==> src/rtl/key_counter_bank_pkg.sv <==
// Shared constants, types and helpers for the key-driven counter bank.
package key_counter_bank_pkg;

    localparam int unsigned DEF_N_CH        = 2;
    localparam int unsigned DEF_WIDTH       = 5;
    localparam int unsigned DB_CYCLES_50MHZ = 500000;   // 10 ms of stable key at 50 MHz
    localparam int unsigned DEF_DIV_W       = 22;

    // Short timings for simulation so debounce and free-run fit in a few hundred cycles.
    localparam int unsigned SIM_DB_CYCLES   = 4;
    localparam int unsigned SIM_DIV_W       = 3;

    typedef enum logic [1:0] {
        STEP_NONE = 2'd0,
        STEP_UP   = 2'd1,
        STEP_DN   = 2'd2
    } step_e;

    // Debounce counter width; never below one bit so DB_CYCLES = 1 stays legal.
    function automatic int unsigned dc_width(input int unsigned db_cycles);
        return (db_cycles > 1) ? $clog2(db_cycles) : 1;
    endfunction

endpackage

==> src/rtl/key_debounce.sv <==
// One push-button: two-flop synchroniser, stability filter and press-edge detect.
module key_debounce
    import key_counter_bank_pkg::*;
#(
    parameter int unsigned DB_CYCLES = DB_CYCLES_50MHZ
) (
    input  logic clk,
    input  logic reset,
    input  logic key_n,
    output logic pressed
);

    localparam int unsigned          DC_W    = dc_width(DB_CYCLES);
    localparam logic [DC_W-1:0]      DC_LAST = DC_W'(DB_CYCLES - 1);

    logic            sync_q1;
    logic            sync_q2;
    logic            db_state;
    logic [DC_W-1:0] dc;
    logic            differs;
    logic            settle;

    assign differs = (sync_q2 != db_state);
    assign settle  = differs && (dc == DC_LAST);

    always_ff @(posedge clk) begin
        if (reset) begin
            sync_q1  <= 1'b1;
            sync_q2  <= 1'b1;
            db_state <= 1'b1;
            dc       <= '0;
        end else begin
            sync_q1 <= key_n;
            sync_q2 <= sync_q1;
            if (!differs) begin
                dc <= '0;
            end else if (settle) begin
                db_state <= sync_q2;
                dc       <= '0;
            end else begin
                dc <= dc + DC_W'(1);
            end
        end
    end

    // Asserted in the cycle the filtered state is about to flip released -> pressed,
    // so the counter acts on the same edge that accepts the press.
    assign pressed = settle & db_state & ~sync_q2;

endmodule

==> src/rtl/key_counter_bank.sv <==
// Bank of independent up/down counters fed by debounced key pairs, with optional
// free-running increment from a shared prescaler.
module key_counter_bank
    import key_counter_bank_pkg::*;
#(
    parameter int unsigned N_CH      = DEF_N_CH,
    parameter int unsigned WIDTH     = DEF_WIDTH,
    parameter int unsigned DB_CYCLES = DB_CYCLES_50MHZ,
    parameter int unsigned DIV_W     = DEF_DIV_W,
    parameter bit          SATURATE  = 1'b0
) (
    input  logic                  clk,
    input  logic                  reset,
    input  logic [N_CH-1:0]       key_up_n,
    input  logic [N_CH-1:0]       key_dn_n,
    input  logic [N_CH-1:0]       free_run,
    input  logic [N_CH-1:0]       clr,
    output logic [N_CH*WIDTH-1:0] cnt,
    output logic [N_CH-1:0]       limit
);

    logic [DIV_W-1:0] presc;
    logic             tick;

    always_ff @(posedge clk) begin
        if (reset) begin
            presc <= '0;
        end else begin
            presc <= presc + DIV_W'(1);
        end
    end

    assign tick = &presc;

    for (genvar i = 0; i < int'(N_CH); i++) begin : g_ch
        logic             up_ev;
        logic             dn_ev;
        step_e            step;
        logic [WIDTH-1:0] cnt_q;
        logic             lim_q;
        logic             at_max;
        logic             at_min;

        key_debounce #(
            .DB_CYCLES (DB_CYCLES)
        ) u_up (
            .clk     (clk),
            .reset   (reset),
            .key_n   (key_up_n[i]),
            .pressed (up_ev)
        );

        key_debounce #(
            .DB_CYCLES (DB_CYCLES)
        ) u_dn (
            .clk     (clk),
            .reset   (reset),
            .key_n   (key_dn_n[i]),
            .pressed (dn_ev)
        );

        // Any key event, including a cancelling up+down pair, masks the free-run tick.
        always_comb begin
            step = STEP_NONE;
            if (up_ev && !dn_ev) begin
                step = STEP_UP;
            end else if (dn_ev && !up_ev) begin
                step = STEP_DN;
            end else if (!up_ev && !dn_ev && free_run[i] && tick) begin
                step = STEP_UP;
            end
        end

        assign at_max = (cnt_q == {WIDTH{1'b1}});
        assign at_min = (cnt_q == '0);

        always_ff @(posedge clk) begin
            if (reset) begin
                cnt_q <= '0;
                lim_q <= 1'b0;
            end else if (clr[i]) begin
                cnt_q <= '0;
                lim_q <= 1'b0;
            end else begin
                lim_q <= 1'b0;
                unique case (step)
                    STEP_UP: begin
                        if (at_max) begin
                            lim_q <= 1'b1;
                            if (!SATURATE) cnt_q <= '0;
                        end else begin
                            cnt_q <= cnt_q + WIDTH'(1);
                        end
                    end
                    STEP_DN: begin
                        if (at_min) begin
                            lim_q <= 1'b1;
                            if (!SATURATE) cnt_q <= {WIDTH{1'b1}};
                        end else begin
                            cnt_q <= cnt_q - WIDTH'(1);
                        end
                    end
                    default: ;
                endcase
            end
        end

        assign cnt[i*WIDTH +: WIDTH] = cnt_q;
        assign limit[i]              = lim_q;
    end

endmodule

==> config.mk <==
export PLATFORM = sky130hd
export DESIGN_NAME = key_counter_bank
export DESIGN_NICKNAME = d
export VERILOG_FILES = /design/src/rtl/key_counter_bank_pkg.sv /design/src/rtl/key_debounce.sv /design/src/rtl/key_counter_bank.sv
export SDC_FILE = /design/constraint.sdc
export NUM_CORES = 1
export LEC_CHECK = 0
export CORE_MARGIN = 2
export CORE_UTILIZATION = 55
export DETAILED_ROUTE_END_ITERATION = 16
export PLACE_DENSITY_LB_ADDON = 0.05
export SKIP_LAST_GASP = 1
export SYNTH_ARGS = -nofsm -noshare
export SYNTH_HDL_FRONTEND = slang
export SYNTH_SLANG_ARGS = --single-unit
==> constraint.sdc <==
create_clock -name clk -period 2 [get_ports clk]
set_input_delay 0.4 -clock clk [delete_from_list [all_inputs] [get_ports clk]]
set_output_delay 0.4 -clock clk [all_outputs]
set_load 0.01 [all_outputs]
==> impl_metrics.sql, run 1 <==
INSERT INTO impl_metrics (metric_group, metric, value, unit) VALUES
('status', 'run_status', 'finished, violations left', ''),
('status', 'failed_checks', 'setup timing', ''),
('cells_and_area', 'utilization', '0.745', ''),
('synth', 'post_synth_inst_count', '648', ''),
('placement', 'place_worst_setup_slack', '-148', 'ps'),
('power', 'irDropWorstVdd', '0.760', 'mV'),
('cells_and_area', 'instances_no_fill', '892', ''),
('floorplanning', 'pin_count', '22', ''),
('cells_and_area', 'area_growth_syn_to_layout', '30.8', '%'),
('sta', 'final.period_utilization', '1.06', ''),
('clock_network', 'cts_buffers', '17', ''),
('power', 'leakagePower', '2.72', 'nW'),
('synth', 'synth_edf_count', '0', ''),
('synth', 'yosys_warnings', '0', ''),
('critical_path', 'reg2reg_setup_slack', '-120', 'ps'),
('synth', 'synth.avg_cell_area', '8.64', 'µm²'),
('sta', 'slew_headroom', '0.722', ''),
('critical_path', 'critPathBufInv', '0', ''),
('global_routing', 'grt_start_max_net_pins', '21', ''),
('sta', 'fin_skew', '7.48', 'ps'),
('sta', 'report.final.hold_viol_count', '0', ''),
('hold_path', 'hold_path_class', 'reg2reg', ''),
('job', 'cap_violations', '0', ''),
('global_routing', 'global_route_wire_length_before_repair', '20300', 'µm'),
('detailed_routing', 'drt-pass1-iter-count', '4', ''),
('clock_network', 'total_number_of_clock_tree_sinks', '122', ''),
('clock_network', 'cts-htree-levels', '4', ''),
('critical_path', 'critical_path_s_slowest_cell', 'sky130_fd_sc_hd__or4b_4', ''),
('sta', 'timing_worst_slew_pin_value', '414', 'ps'),
('critical_path', 'worst_setup_path_endpoint', 'g_ch[1].cnt_q[3]', ''),
('global_routing', 'first_global_vias', '4701', ''),
('cells_and_area', 'n_antenna_cell', '0', ''),
('detailed_routing', 'vias', '4781', ''),
('placement', 'gp_routability_congestion', '0.892', ''),
('floorplanning', 'placement_rows', '36', ''),
('cells_and_area', 'multi_input_area', '3170', 'µm²'),
('synth', 'yosys_register_bits', '122', ''),
('floorplanning', 'core-area', '9820', 'µm²'),
('sta', 'period_minus_slack', '2120', 'ps'),
('critical_path', 'worstReg2RegStart', 'g_ch[1].u_up.dc[12]', ''),
('cells_and_area', 'finish.net_count', '767', ''),
('placement', 'io_buffer_count', '21', ''),
('detailed_routing', 'vias_per_std_cell', '5.36', ''),
('critical_path', 'worstPathMaxFanout', '3', ''),
('cells_and_area', 'commonest_cells_after_routing_fill_and_taps_aside', 'sky130_fd_sc_hd__nor2_1 (113), sky130_fd_sc_hd__dfxtp_1 (108), sky130_fd_sc_hd__buf_4 (74)', ''),
('critical_path', 'timing.critical_path.from_type', 'flip-flop', ''),
('cells_and_area', 'layout-drive-gt1-share', '0.220', ''),
('critical_path', 'cp_data_arrival_time', '2580', 'ps'),
('clock_network', 'tritoncts', 'built', ''),
('critical_path', 'setup.worst_path.class', 'reg2reg', ''),
('cells_and_area', 'fillCellCount', '750', ''),
('sta', 'timing.fmax', '471', 'MHz'),
('detailed_routing', 'wire_length_after_detailed_routing', '12000', 'µm'),
('critical_path', 'worst-endpoint-required', '2460', 'ps'),
('critical_path', 'crit_family', 'simple AND/OR/NAND/NOR gates', ''),
('floorplanning', 'die_w', '105', 'µm'),
('clock_network', 'clkTransAtPathRegs', '60', 'ps'),
('synth', 'mappedNetlistNets', '669', ''),
('floorplanning', 'initial_core_util', '0.570', ''),
('clock_network', 'latest_clock_arrival_within_the_worst_skew_pair', '530', 'ps'),
('detailed_routing', 'final_antenna_net_count', '0', ''),
('global_routing', 'grt_use_total', '0.226', ''),
('clock_network', 'postCtsHoldBufs', '0', ''),
('global_routing', 'global_route.overflow_total', '0', ''),
('placement', 'placedCellCount', '852', ''),
('sta', 'final-setup-viol-count', '8', ''),
('sta', 'finalWorstSetupSlack', '-121', 'ps'),
('cells_and_area', 'layout.cells.most_common', 'sky130_fd_sc_hd__nor2_1', ''),
('critical_path', 'worstReg2RegEnd', 'g_ch[1].cnt_q[3]', ''),
('floorplanning', 'die_h', '105', 'µm'),
('power', 'power.density_cell_area', '806', 'nW/µm²');
routing by layer:
| layer | vias up | global-route usage | routed length [µm] |
|---|---|---|---|
| li1 | 2429 | - | - |
| met1 | 2259 | 0.265 | 5590 |
| met2 | 64 | 0.380 | 5820 |
| met3 | 29 | 0.0699 | 359 |
| met4 | 0 | 0.0962 | 278 |
| met5 | - | 0 | 0 |
worst reg2reg max path: stages (launching register included):
cell,delay [ps]
sky130_fd_sc_hd__dfxtp_2,320
sky130_fd_sc_hd__or4b_4,540
sky130_fd_sc_hd__nor3_4,280
sky130_fd_sc_hd__nand3_2,130
sky130_fd_sc_hd__a211o_1,340
sky130_fd_sc_hd__o31a_2,340
sky130_fd_sc_hd__a21oi_2,110
worst min-delay path by stage:
stage	startpoint	endpoint	slack, ps	cells past startpoint
4_1_cts	g_ch[0].u_dn.sync_q1	g_ch[0].u_dn.sync_q2	410	1
3_3_place_gp	g_ch[0].u_dn.sync_q1	g_ch[0].u_dn.sync_q2	400	1
6_report	g_ch[1].u_dn.sync_q1	g_ch[1].u_dn.sync_q2	400	1
5_1_grt	g_ch[1].u_dn.sync_q1	g_ch[1].u_dn.sync_q2	410	1
3_5_place_dp	g_ch[0].u_dn.sync_q1	g_ch[0].u_dn.sync_q2	390	1
2_1_floorplan	g_ch[0].u_dn.sync_q1	g_ch[0].u_dn.sync_q2	390	1
cell usage after synthesis, types with 3 or more instances:
cell type	count	area, µm²
sky130_fd_sc_hd__xor2_1	43	377
sky130_fd_sc_hd__nand3_1	41	205
sky130_fd_sc_hd__buf_2	6	30.0
sky130_fd_sc_hd__nor4b_1	5	43.8
sky130_fd_sc_hd__a211o_1	6	52.6
sky130_fd_sc_hd__xnor2_1	40	350
sky130_fd_sc_hd__and3_1	20	125
sky130_fd_sc_hd__and4_1	8	70.1
sky130_fd_sc_hd__or3_1	16	100
sky130_fd_sc_hd__clkbuf_1	11	41.3
sky130_fd_sc_hd__nand2_1	44	165
sky130_fd_sc_hd__o21ai_0	15	75.1
sky130_fd_sc_hd__dfxtp_1	122	2440
sky130_fd_sc_hd__ha_1	11	138
sky130_fd_sc_hd__nor2b_1	10	62.6
sky130_fd_sc_hd__nor2_1	113	424
sky130_fd_sc_hd__nand4_1	20	125
sky130_fd_sc_hd__nor4_1	5	31.3
sky130_fd_sc_hd__nor3_1	11	55.1
sky130_fd_sc_hd__a21oi_1	22	110
sky130_fd_sc_hd__or2_2	13	81.3
sky130_fd_sc_hd__a31oi_1	6	37.5
sky130_fd_sc_hd__inv_1	18	67.6
sky130_fd_sc_hd__a21o_1	3	22.5
power breakdown:
group / total [mW] / internal [mW] / switching [mW]
Combinational: 0.0892 / 0.0428 / 0.0464
Clock: 3.36 / 2.30 / 1.06
Sequential: 2.46 / 2.45 / 0.0112
Total: 5.90 / 4.78 / 1.12
state kept, by name, summed over array words and instances, names as in the netlist:
name	count
g_ch.cnt_q	10
g_ch.lim_q	2
g_ch.u_dn.db_state	2
g_ch.u_dn.dc	38
g_ch.u_dn.sync_q1	2
g_ch.u_dn.sync_q2	2
g_ch.u_up.db_state	2
g_ch.u_up.dc	38
g_ch.u_up.sync_q1	2
g_ch.u_up.sync_q2	2
presc	22
metrics by stage:
step | hold WS (ps) | cell area [µm²] | TNS [ps]
final | 405 | 7320 | -501
after global routing | 414 | 7320 | -4400
after CTS | 407 | 7210 | -275
after detailed placement | 394 | 6450 | -620
after global placement | 396 | 6450 | -308
after floorplan | 389 | 5650 | -123
what timing repair did:
item,in CTS,in global routing
gates resized for setup,22,23
setup endpoints to repair,15,35
pin swaps,14,17
setup buffers,5,5
logic make-up after synthesis:
group	share of synthesized area
xor gates and xnor gates	0.130
DFF	0.436
AOI/OAI and AO/OA	0.0769
buffers and inverters	0.0275
adders and majority gates	0.0246
muxes	0.00380
and+or+nand+nor	0.301
final cells by class:
cell class,instances,area share
clock inverter,13,0.0304
timing repair buffer,98,0.109
inverter,18,0.00923
sequential,122,0.336
multi-input combinational,489,0.433
tap,133,0.0227
clock buffer,19,0.0590
Power figures use the tool's default switching activity.
==> run 2, diff against run 1 <==
--- a/config.mk
+++ b/config.mk
@@ -7,8 +7,10 @@
 export LEC_CHECK = 0
 export CORE_MARGIN = 2
 export CORE_UTILIZATION = 55
+export CTS_BUF_LIST = sky130_fd_sc_hd__clkbuf_4 sky130_fd_sc_hd__clkbuf_8 sky130_fd_sc_hd__clkbuf_16
+export CTS_CLUSTER_SIZE = 25
 export DETAILED_ROUTE_END_ITERATION = 16
-export PLACE_DENSITY_LB_ADDON = 0.05
+export PLACE_DENSITY_LB_ADDON = 0.08
 export SKIP_LAST_GASP = 1
 export SYNTH_ARGS = -nofsm -noshare
 export SYNTH_HDL_FRONTEND = slang
==> run 2 against run 1 <==
Net effect:
- the flow still finishes with violations (setup timing)
- largest cell class unchanged
- highest routed layer unchanged
- clock skew down 1.4 ps
- final cell count up 0.45%
- non-clock buffer count grew 4
- critical path depth rose by 1
- cell area increased by 0.12%
- count of clock-buffer cells in the layout is 6 higher
==> impl_metrics.sql, run 2 (synthesized netlist as in run 1, its figures left out) <==
INSERT INTO impl_metrics (metric_group, metric, value, unit) VALUES
('clock_network', 'tritoncts', 'built', ''),
('cells_and_area', 'post-route-cell-area', '7330', 'µm²'),
('detailed_routing', 'final_antenna_net_count', '0', ''),
('cells_and_area', 'biggestRegsByFlops', 'g_ch.u_dn.dc x38, g_ch.u_up.dc x38, presc x22', ''),
('placement', 'detailedPlacementHpwl', '8120', 'µm'),
('critical_path', 'slowest_delay', '570', 'ps'),
('power', 'irDropWorstVdd', '0.771', 'mV'),
('hold_path', 'hold_path_class', 'reg2reg', ''),
('detailed_routing', 'wire_per_inst', '13.6', 'µm'),
('sta', 'report.final.hold_viol_count', '0', ''),
('critical_path', 'reg2reg_setup_slack', '-100', 'ps'),
('critical_path', 'critical_path_s_slowest_cell', 'sky130_fd_sc_hd__or4b_4', ''),
('detailed_routing', 'vias', '4908', ''),
('clock_network', 'cts.root.buffer_cell', 'sky130_fd_sc_hd__clkbuf_8', ''),
('clock_network', 'clock_tree.buffer_depth', '2', ''),
('critical_path', 'worstReg2RegStart', 'g_ch[0].u_up.dc[7]', ''),
('cells_and_area', 'layout-drive-gt1-share', '0.240', ''),
('sta', 'timing.setup.tns', '-480', 'ps'),
('global_routing', 'grt_use_total', '0.229', ''),
('placement', 'placedCellCount', '853', ''),
('placement', 'post_dp_cell_area', '6460', 'µm²'),
('status', 'run_status', 'finished, violations left', ''),
('cells_and_area', 'n_antenna_cell', '0', ''),
('status', 'failed_checks', 'setup timing', ''),
('detailed_routing', 'post-route-drc-count', '0', ''),
('clock_network', 'clkTransAtPathRegs', '60', 'ps'),
('hold_path', 'hold_ep', 'g_ch[1].u_dn.sync_q2', ''),
('hold_path', 'min_from', 'g_ch[1].u_dn.sync_q1', ''),
('global_routing', 'global_route_wire_length_before_repair', '20600', 'µm'),
('critical_path', 'crit_family', 'simple AND/OR/NAND/NOR gates', ''),
('clock_network', 'cts_buffers', '17', ''),
('global_routing', 'first_global_vias', '4685', ''),
('detailed_routing', 'dr.first_iter.drc_count', '253', ''),
('hold_path', 'timing.hold.worst_path_depth', '1', ''),
('power', 'leakagePower', '2.72', 'nW'),
('clock_network', 'latest_clock_arrival_within_the_worst_skew_pair', '530', 'ps'),
('placement', 'place_worst_setup_slack', '-147', 'ps'),
('sta', 'report.final.slew_viol_count', '0', ''),
('critical_path', 'critPathBufInv', '1', ''),
('critical_path', 'worst_r2r_path_depth', '7', ''),
('sta', 'timing.fmax', '476', 'MHz'),
('sta', 'period_minus_slack', '2100', 'ps'),
('critical_path', 'timing.critical_path.from_type', 'flip-flop', ''),
('floorplanning', 'die_w', '105', 'µm'),
('sta', 'rsz0062_at_grt', 'yes', ''),
('detailed_routing', 'drt-pass1-iter-count', '5', ''),
('critical_path', 'path_cells', 'nor4_2 > nand4_1 > or4b_4 > buf_6 > a211o_1 > a21o_1 > a31oi_1', ''),
('power', 'power.density_cell_area', '761', 'nW/µm²'),
('sta', 'timing_worst_slew_pin_value', '403', 'ps'),
('critical_path', 'cp_data_arrival_time', '2550', 'ps'),
('cells_and_area', 'instances_no_fill', '896', ''),
('sta', 'finalWorstSetupSlack', '-102', 'ps'),
('floorplanning', 'die_h', '105', 'µm'),
('placement', 'io_buffer_count', '21', ''),
('detailed_routing', 'wire_length_after_detailed_routing', '12100', 'µm'),
('placement', 'gp_routability_congestion', '0.932', ''),
('critical_path', 'worstPathMaxFanout', '6', ''),
('cells_and_area', 'commonest_cells_after_routing_fill_and_taps_aside', 'sky130_fd_sc_hd__nor2_1 (112), sky130_fd_sc_hd__dfxtp_1 (106), sky130_fd_sc_hd__buf_4 (78)', ''),
('cells_and_area', 'layout.cells.most_common', 'sky130_fd_sc_hd__nor2_1', ''),
('critical_path', 'cp-end-kind', 'flip-flop', ''),
('sta', 'slew_headroom', '0.729', ''),
('sta', 'final.period_utilization', '1.05', ''),
('cells_and_area', 'finish.net_count', '771', ''),
('clock_network', 'cts-htree-levels', '4', ''),
('global_routing', 'grt_start_max_net_pins', '20', ''),
('critical_path', 'worst-endpoint-required', '2450', 'ps'),
('cells_and_area', 'area_growth_syn_to_layout', '30.9', '%'),
('sta', 'final-setup-viol-count', '7', ''),
('critical_path', 'worstReg2RegEnd', 'g_ch[0].cnt_q[0]', ''),
('detailed_routing', 'vias_per_std_cell', '5.48', ''),
('critical_path', 'setup.worst_path.class', 'reg2reg', ''),
('sta', 'fin_skew', '6.03', 'ps'),
('floorplanning', 'placement_rows', '36', ''),
('job', 'cap_violations', '0', ''),
('clock_network', 'total_number_of_clock_tree_sinks', '122', ''),
('floorplanning', 'core-area', '9820', 'µm²'),
('floorplanning', 'pin_count', '22', ''),
('global_routing', 'global_route.overflow_total', '0', ''),
('floorplanning', 'initial_core_util', '0.570', ''),
('floorplanning', 'die-area', '11000', 'µm²'),
('global_routing', 'antenna_found_initial', '0', '');
run 2: cell types whose count changed in the layout (fill, tap and decap cells not counted), moves of 2 or more:
cell	previous run	this run
sky130_fd_sc_hd__bufinv_16	6	2
sky130_fd_sc_hd__dfxtp_2	13	16
sky130_fd_sc_hd__clkbuf_8	2	6
sky130_fd_sc_hd__dfxtp_1	108	106
sky130_fd_sc_hd__or2_4	0	2
sky130_fd_sc_hd__clkbuf_4	0	3
sky130_fd_sc_hd__or2_2	13	11
sky130_fd_sc_hd__o21ai_1	2	0
sky130_fd_sc_hd__buf_4	74	78
sky130_fd_sc_hd__clkinvlp_4	3	1
run 2: worst max path at each step:
| stage | start | slack, ps | endpoint | depth (start not counted) |
|---|---|---|---|---|
| floorplan | g_ch[1].u_dn.dc[1] | -80 | g_ch[1].cnt_q[0] | 7 |
| global placement | g_ch[0].u_up.dc[1] | -80 | g_ch[0].cnt_q[3] | 8 |
| detailed placement | g_ch[0].u_up.dc[1] | -150 | g_ch[0].cnt_q[3] | 8 |
| CTS | g_ch[1].u_dn.dc[0] | -60 | g_ch[1].cnt_q[0] | 7 |
| global route | g_ch[0].u_up.dc[7] | -180 | g_ch[0].cnt_q[0] | 7 |
| finish | g_ch[0].u_up.dc[7] | -100 | g_ch[0].cnt_q[0] | 7 |
run 2: what timing repair did:
action,CTS,global route
gates resized for setup,15,39
endpoints found under the setup margin,14,30
setup buffers,5,7
pin swaps,9,19
hold buffers,0,0
run 2: layout make-up:
type                            count  area (µm²)
Clock buffer                       25         505
Multi-Input combinational cell    489        3210
Fill cell                         737        2490
Tap cell                          133         166
Timing Repair Buffer              102         832
Clock inverter                      7        87.6
Sequential cell                   122        2460
Inverter                           18        67.6
run 2: report_power, final:
group	leakage [nW]	switching [mW]	total, mW	internal (mW)
Sequential	0.993	0.0108	2.46	2.45
Clock	0.298	1.05	3.03	1.97
Combinational	1.43	0.0476	0.0922	0.0446
Total	2.72	1.11	5.58	4.46
run 2: metal layers:
| layer | global-route usage | vias to the layer above | share of wire |
|---|---|---|---|
| met4 | 0.0905 | 0 | 0.018 |
| li1 | - | 2444 | - |
| met1 | 0.277 | 2326 | 0.44 |
| met5 | 0 | - | 0 |
| met3 | 0.0655 | 25 | 0.046 |
| met2 | 0.384 | 113 | 0.50 |
run 2: per-stage QoR:
step                       util  hold WS [ps]  total power [mW]
after floorplan               -           389              2.55
after global placement    0.657           392              2.60
after detailed placement  0.657           393              2.60
after CTS                 0.727           407              5.61
after global routing      0.746           421              5.74
final                     0.746           409              5.58
